--- src/rtl/frame_bank_reader.sv ---
// frame_bank_reader: streams a stored frame out of four single-port RAM banks in raster order
module frame_bank_reader #(
    parameter int WIDTH  = 400,
    parameter int HEIGHT = 300,
    parameter int AW     = 17,
    parameter int DW     = 24
) (
    input  logic          iCLK,
    input  logic          iRST,
    input  logic          iSTART,
    output logic          oBUSY,
    output logic          oDONE,
    output logic [AW-1:0] oAddr1,
    output logic [AW-1:0] oAddr2,
    output logic [AW-1:0] oAddr3,
    output logic [AW-1:0] oAddr4,
    input  logic [DW-1:0] iData1,
    input  logic [DW-1:0] iData2,
    input  logic [DW-1:0] iData3,
    input  logic [DW-1:0] iData4,
    output logic          oDVAL,
    input  logic          iREADY,
    output logic [DW-1:0] oDATA,
    output logic          oSOF,
    output logic          oEOL,
    output logic          oEOF
);
    localparam int PW = AW + 2;
    localparam int XW = $clog2(WIDTH + 1);
    localparam int YW = $clog2(HEIGHT + 1);
    localparam logic [PW-1:0] LAST = PW'(WIDTH * HEIGHT - 1);
    localparam logic [XW-1:0] XMAX = XW'(WIDTH - 1);
    localparam logic [YW-1:0] YMAX = YW'(HEIGHT - 1);

    typedef enum logic [1:0] {S_IDLE, S_RUN, S_DRAIN} state_t;

    state_t          r_state, w_next;
    logic [PW-1:0]   r_p;
    logic [XW-1:0]   r_x;
    logic [YW-1:0]   r_y;
    logic            r_inflight;
    logic [1:0]      r_sel;
    logic [2:0]      r_fl;
    logic [DW+2:0]   r_buf [2];
    logic            r_wp, r_rp;
    logic [1:0]      r_cnt;
    logic            w_pop, w_issue, w_last, w_eol, w_empty;
    logic [2:0]      w_fl;
    logic [DW-1:0]   w_rdata;

    assign w_pop   = oDVAL & iREADY;
    assign w_last  = r_p == LAST;
    assign w_eol   = r_x == XMAX;
    assign w_empty = (r_cnt == 2'd0) & ~r_inflight;
    // Credit counts the slot freed by this cycle's handshake so a full-rate stream never stalls
    assign w_issue = (r_state == S_RUN) &&
                     (3'(r_cnt) + 3'(r_inflight) - 3'(w_pop) < 3'd2);
    assign w_fl    = {r_p == '0, w_eol, w_eol && (r_y == YMAX)};
    assign w_rdata = r_sel == 2'd0 ? iData1 :
                     r_sel == 2'd1 ? iData2 :
                     r_sel == 2'd2 ? iData3 : iData4;

    assign oAddr1 = r_p[PW-1:2];
    assign oAddr2 = r_p[PW-1:2];
    assign oAddr3 = r_p[PW-1:2];
    assign oAddr4 = r_p[PW-1:2];
    assign oDVAL  = r_cnt != 2'd0;
    assign {oDATA, oSOF, oEOL, oEOF} = r_buf[r_rp];

    // Next-state and handshake outputs; completion is flagged in the same cycle the FSM returns to idle
    always_comb begin
        w_next = r_state;
        oBUSY  = 1'b0;
        oDONE  = 1'b0;
        case (r_state)
            S_IDLE:  w_next = iSTART ? S_RUN : S_IDLE;
            S_RUN: begin
                oBUSY  = 1'b1;
                w_next = (w_issue && w_last) ? S_DRAIN : S_RUN;
            end
            S_DRAIN: begin
                oDONE  = w_empty;
                oBUSY  = ~w_empty;
                w_next = w_empty ? S_IDLE : S_DRAIN;
            end
            default: w_next = S_IDLE;
        endcase
    end

    // State, pixel pointer/counters and the single outstanding read tag
    always_ff @(posedge iCLK) begin
        if (iRST) begin
            r_state    <= S_IDLE;
            r_p        <= '0;
            r_x        <= '0;
            r_y        <= '0;
            r_inflight <= 1'b0;
            r_sel      <= '0;
            r_fl       <= '0;
        end else begin
            r_state    <= w_next;
            r_inflight <= w_issue;
            if (w_issue) begin
                r_sel <= r_p[1:0];
                r_fl  <= w_fl;
            end
            if (r_state == S_IDLE && iSTART) begin
                r_p <= '0;
                r_x <= '0;
                r_y <= '0;
            end else if (w_issue && !w_last) begin
                r_p <= r_p + 1'b1;
                r_x <= w_eol ? '0 : r_x + 1'b1;
                r_y <= w_eol ? r_y + 1'b1 : r_y;
            end
        end
    end

    // Two-entry output FIFO capturing the bank word one cycle after its address
    always_ff @(posedge iCLK) begin
        if (iRST) begin
            r_buf[0] <= '0;
            r_buf[1] <= '0;
            r_wp     <= 1'b0;
            r_rp     <= 1'b0;
            r_cnt    <= '0;
        end else begin
            if (r_inflight) begin
                r_buf[r_wp] <= {w_rdata, r_fl};
                r_wp        <= ~r_wp;
            end
            if (w_pop) r_rp <= ~r_rp;
            r_cnt <= r_cnt + 2'(r_inflight) - 2'(w_pop);
        end
    end
endmodule

--- config.mk ---
export PLATFORM = sky130hd
export DESIGN_NAME = frame_bank_reader
export DESIGN_NICKNAME = d
export VERILOG_FILES = /design/src/rtl/frame_bank_reader.sv
export SDC_FILE = /design/constraint.sdc
export NUM_CORES = 1
export LEC_CHECK = 0
export BUFFER_PORTS_ARGS = -buffer_cell sky130_fd_sc_hd__buf_2
export CORE_AREA = 2 2 134 110
export DETAILED_ROUTE_END_ITERATION = 8
export DIE_AREA = 0 0 136 112
export PLACE_DENSITY = 0.76
export SLEW_MARGIN = 15
export SYNTH_ARGS = -nofsm -noshare
export SYNTH_HDL_FRONTEND = slang
export SYNTH_SLANG_ARGS = --single-unit
--- constraint.sdc ---
create_clock -name iCLK -period 5.54 [get_ports iCLK]
set_input_delay 0.554 -clock iCLK [delete_from_list [all_inputs] [get_ports iCLK]]
set_output_delay 0.554 -clock iCLK [all_outputs]
set_load 0.05 [all_outputs]
==> impl_results.md <==
* Final Critical Period at 3440 ps
* # fillers at 1259
* Post-Route WL at 12.8 mm
* Syn Nets at 682
* Starting Density at 44.2%
* RD Place Congestion at 0.800
* Worst path cell trace: or2_2 -> and2_1 -> ha_1 -> inv_1 -> ha_1 -> inv_1 -> fa_1 -> and2_1 -> nand3_1 -> or4_1 -> a21oi_1
* Share of the synthesized area in the top cell type at 26.3%
* Final worst path period share at 62.1%
* Core Rows at 39
* CP bufs+invs at 2
* Synth unique cells at 58
* Post-synth EDFFs at 54
* Vias post-DR at 4561
* Pins Over Slew Limit at 0
* Highest Clock Rate at 0.291 GHz
* Startpoint Class: register
* Fin area at 7140 um^2
* Cell with the most instances after synthesis: buf_4
* Number of global-route vias before repair at 4108
* CTS tree: yes
* Finished Layout Cells at 879
* DR DRC count at 0
* YS warnings at 0
* Chip Height at 112 um
* Root buffer cell: clkbuf_16
* WS Path Type: reg2reg
* Syn Inst Count at 571
* Clk pwr share at 28.9%
* Synthesis-stage register bit count at 104
* Outcome: finished, final reports clean
* Final #Nets at 801
* Slowest CP cell: or4_1
* Setup TNS at 0 ps
* Worst path max stage delay at 620 ps
* Worst path top cell family by delay: simple AND/OR/NAND/NOR gates
* Placed Cells at 862
* Die area at 15200 um^2
* Pre-antenna DRT Iters at 5
* Fin worst setup slack at 2100 ps
* Prevailing post-synth register cell: edfxtp_1
* LEAKAGE at 2.89 nW
* Sequential share of power at 40.7%
* Area contributors post-synth: edfxtp_1 (26%), dfxtp_1 (16%), mux4_2 (8.8%), buf_4 (8.4%), mux2_2 (4.9%)
* CP Max Fanout at 13
* Postcts setup bufs at 0
* First-pass GRT wire length at 20.4 mm
* Register clock-pin slew on the reported worst setup and hold paths at 70 ps
* Total grt overflow at 0
* Core footprint at 14000 um^2
* Placed Area at 6820 um^2
* # diodes at 0
* Sw Ratio at 34.5%
* IO Port Bufs at 197
* Arrival time at the worst endpoint at 3710 ps
* Share of cells above drive strength 1 at 41.3%
* DPL Wire Length at 9.14 mm
* DRT antenna net count at 0
* CTS H-tree depth at 3
* Fin util at 51.2%
* Worst rel slew slack at 39.7%
* Power Dens Cells at 318 nW/um^2
* Async SR Flop Fraction at 0%
* Cell Area, Synth at 6170 um^2
* Switch Pwr at 0.785 mW
* Avg Cell Area, Syn at 10.8 um^2
* Antenna violations before repair at 0
* RSZ-0062 raised after global routing: no
* Initial DRC count at 335
* Cts bufs inserted at 9
* Count of final hold-check violations at 0
* PostCTS Resize Cnt at 0
* Via/cell ratio at 5.19
* Max Buffers Root-to-Sink at 2
* WP data required at 5810 ps
* I/O pin total at 198
* Largest net degree at the start of global routing at 57
* Power share of the combinational group at 30.5%
* WL/cell at 14.5 um
* Final setup fails at 0
* Sequential share of the synthesized area at 42.5%
* Worst skew pair latency at 340 ps
* Largest area contributor in the netlist: edfxtp_1
* Area Growth Syn to Fin at 15.7%
* Max Cap Viol at 0
* Total GRT Usage at 16.7%
* CP Capture Type: register
* P_int at 1.49 mW
* Clock Sinks at 104
* Cts hold-fix bufs at 0
* Die Width at 136 um
* Hold Crit Class: reg2reg
* Worst slew pin tran at 904 ps
* Final Skew at 8.14 ps
* Max VDD drop at 0.214 mV
* Setup WS pre-CTS at 2130 ps
* Most frequent cells after synthesis: buf_4 (69), edfxtp_1 (54), nand2_1 (52), dfxtp_1 (50), and2_1 (30)
-- routing by layer --
| metal | up-vias | wire length, um | GRT usage [%] | part of all wire, % |
|---|---|---|---|---|
| met2 | 92 | 6540 | 27.4 | 51 |
| met5 | - | 0 | 0 | 0 |
| met4 | 0 | 125 | 4.24 | 0.98 |
| met3 | 11 | 461 | 2.96 | 3.6 |
| li1 | 2245 | - | - | - |
| met1 | 2213 | 5640 | 22.8 | 44 |
-- cells by family (layout without fill, tap and decap cells) --
group,count (synthesis),in the layout,synth area share [%]
adders and majority gates,11,11,2.35
and+or+nand+nor,209,209,19.1
xor gates and xnor gates,4,4,0.690
muxes,73,73,17.3
buffers and inverters,113,237,11.3
AOI/OAI and AO/OA,57,57,6.85
DFF,104,104,42.5
-- power by group through the flow --
stage / Sequential (mW) / Clock [mW] / Combinational (mW)
6_report: 0.923 / 0.655 / 0.692
4_1_cts: 0.924 / 0.668 / 0.699
3_3_place_gp: 0.939 / 0 / 0.690
5_1_grt: 0.932 / 0.704 / 0.736
2_1_floorplan: 0.924 / 0 / 0.542
3_5_place_dp: 0.942 / 0 / 0.696
-- sequential cells by signal, indices dropped and copies added, names as in the netlist, named ones only --
name	cells
r_y	9
r_fl	3
r_rp	1
r_sel	2
r_inflight	1
r_cnt	2
r_p	19
r_state	2
r_buf	54
r_wp	1
r_x	9
-- path summary, 6_finish.rpt --
path | from | to | slack [ps] | depth (start not counted)
worst max-delay path | r_cnt[1] | r_p[18] | 2100 | 11
worst min-delay path | r_y[8] | r_y[8] | 470 | 2
worst max register to register | r_cnt[1] | r_p[18] | 2100 | 11
worst min register to register | r_y[8] | r_y[8] | 470 | 2
-- worst register-to-register path, delay by kind of cell (launching register included) --
kind | cells | cell delay (ps)
and+or+nand+nor | 5 | 1800
DFF | 1 | 390
AOI/OAI and AO/OA | 1 | 150
buffers and inverters | 2 | 110
adders and majority gates | 3 | 920
-- per-stage QoR --
stage / hold WS (ps) / power (mW)
floorplan: 438 / 1.47
global placement: 456 / 1.63
detailed placement: 459 / 1.64
CTS: 471 / 2.29
global route: 496 / 2.37
finish: 471 / 2.27
-- cell type report --
class                   instances  area (um^2)  share of cell area, %
well taps                     184          230                   3.22
multi-input cells             354         2870                   40.2
clock buffers                  10          239                   3.35
repair buffers                204         1040                   14.6
inverters                      17         63.8                  0.893
clock inverters                 6         71.3                  0.999
flip-flops and latches        104         2630                   36.8
-- cells in the final DEF (no fill, tap or decap), drive strengths merged, types with 8 or more instances in the layout --
master,instances
nand3,17
nor2,12
inv,21
and2,30
dfxtp,50
buf,204
nand2,53
nor2b,26
mux4,24
a21oi,15
nand2b,21
and4,8
edfxtp,54
clkbuf,10
mux2,27
mux2i,22
ha,10
nand4,8
nor3,9
Note: power is estimated with default switching activity, not from simulation.
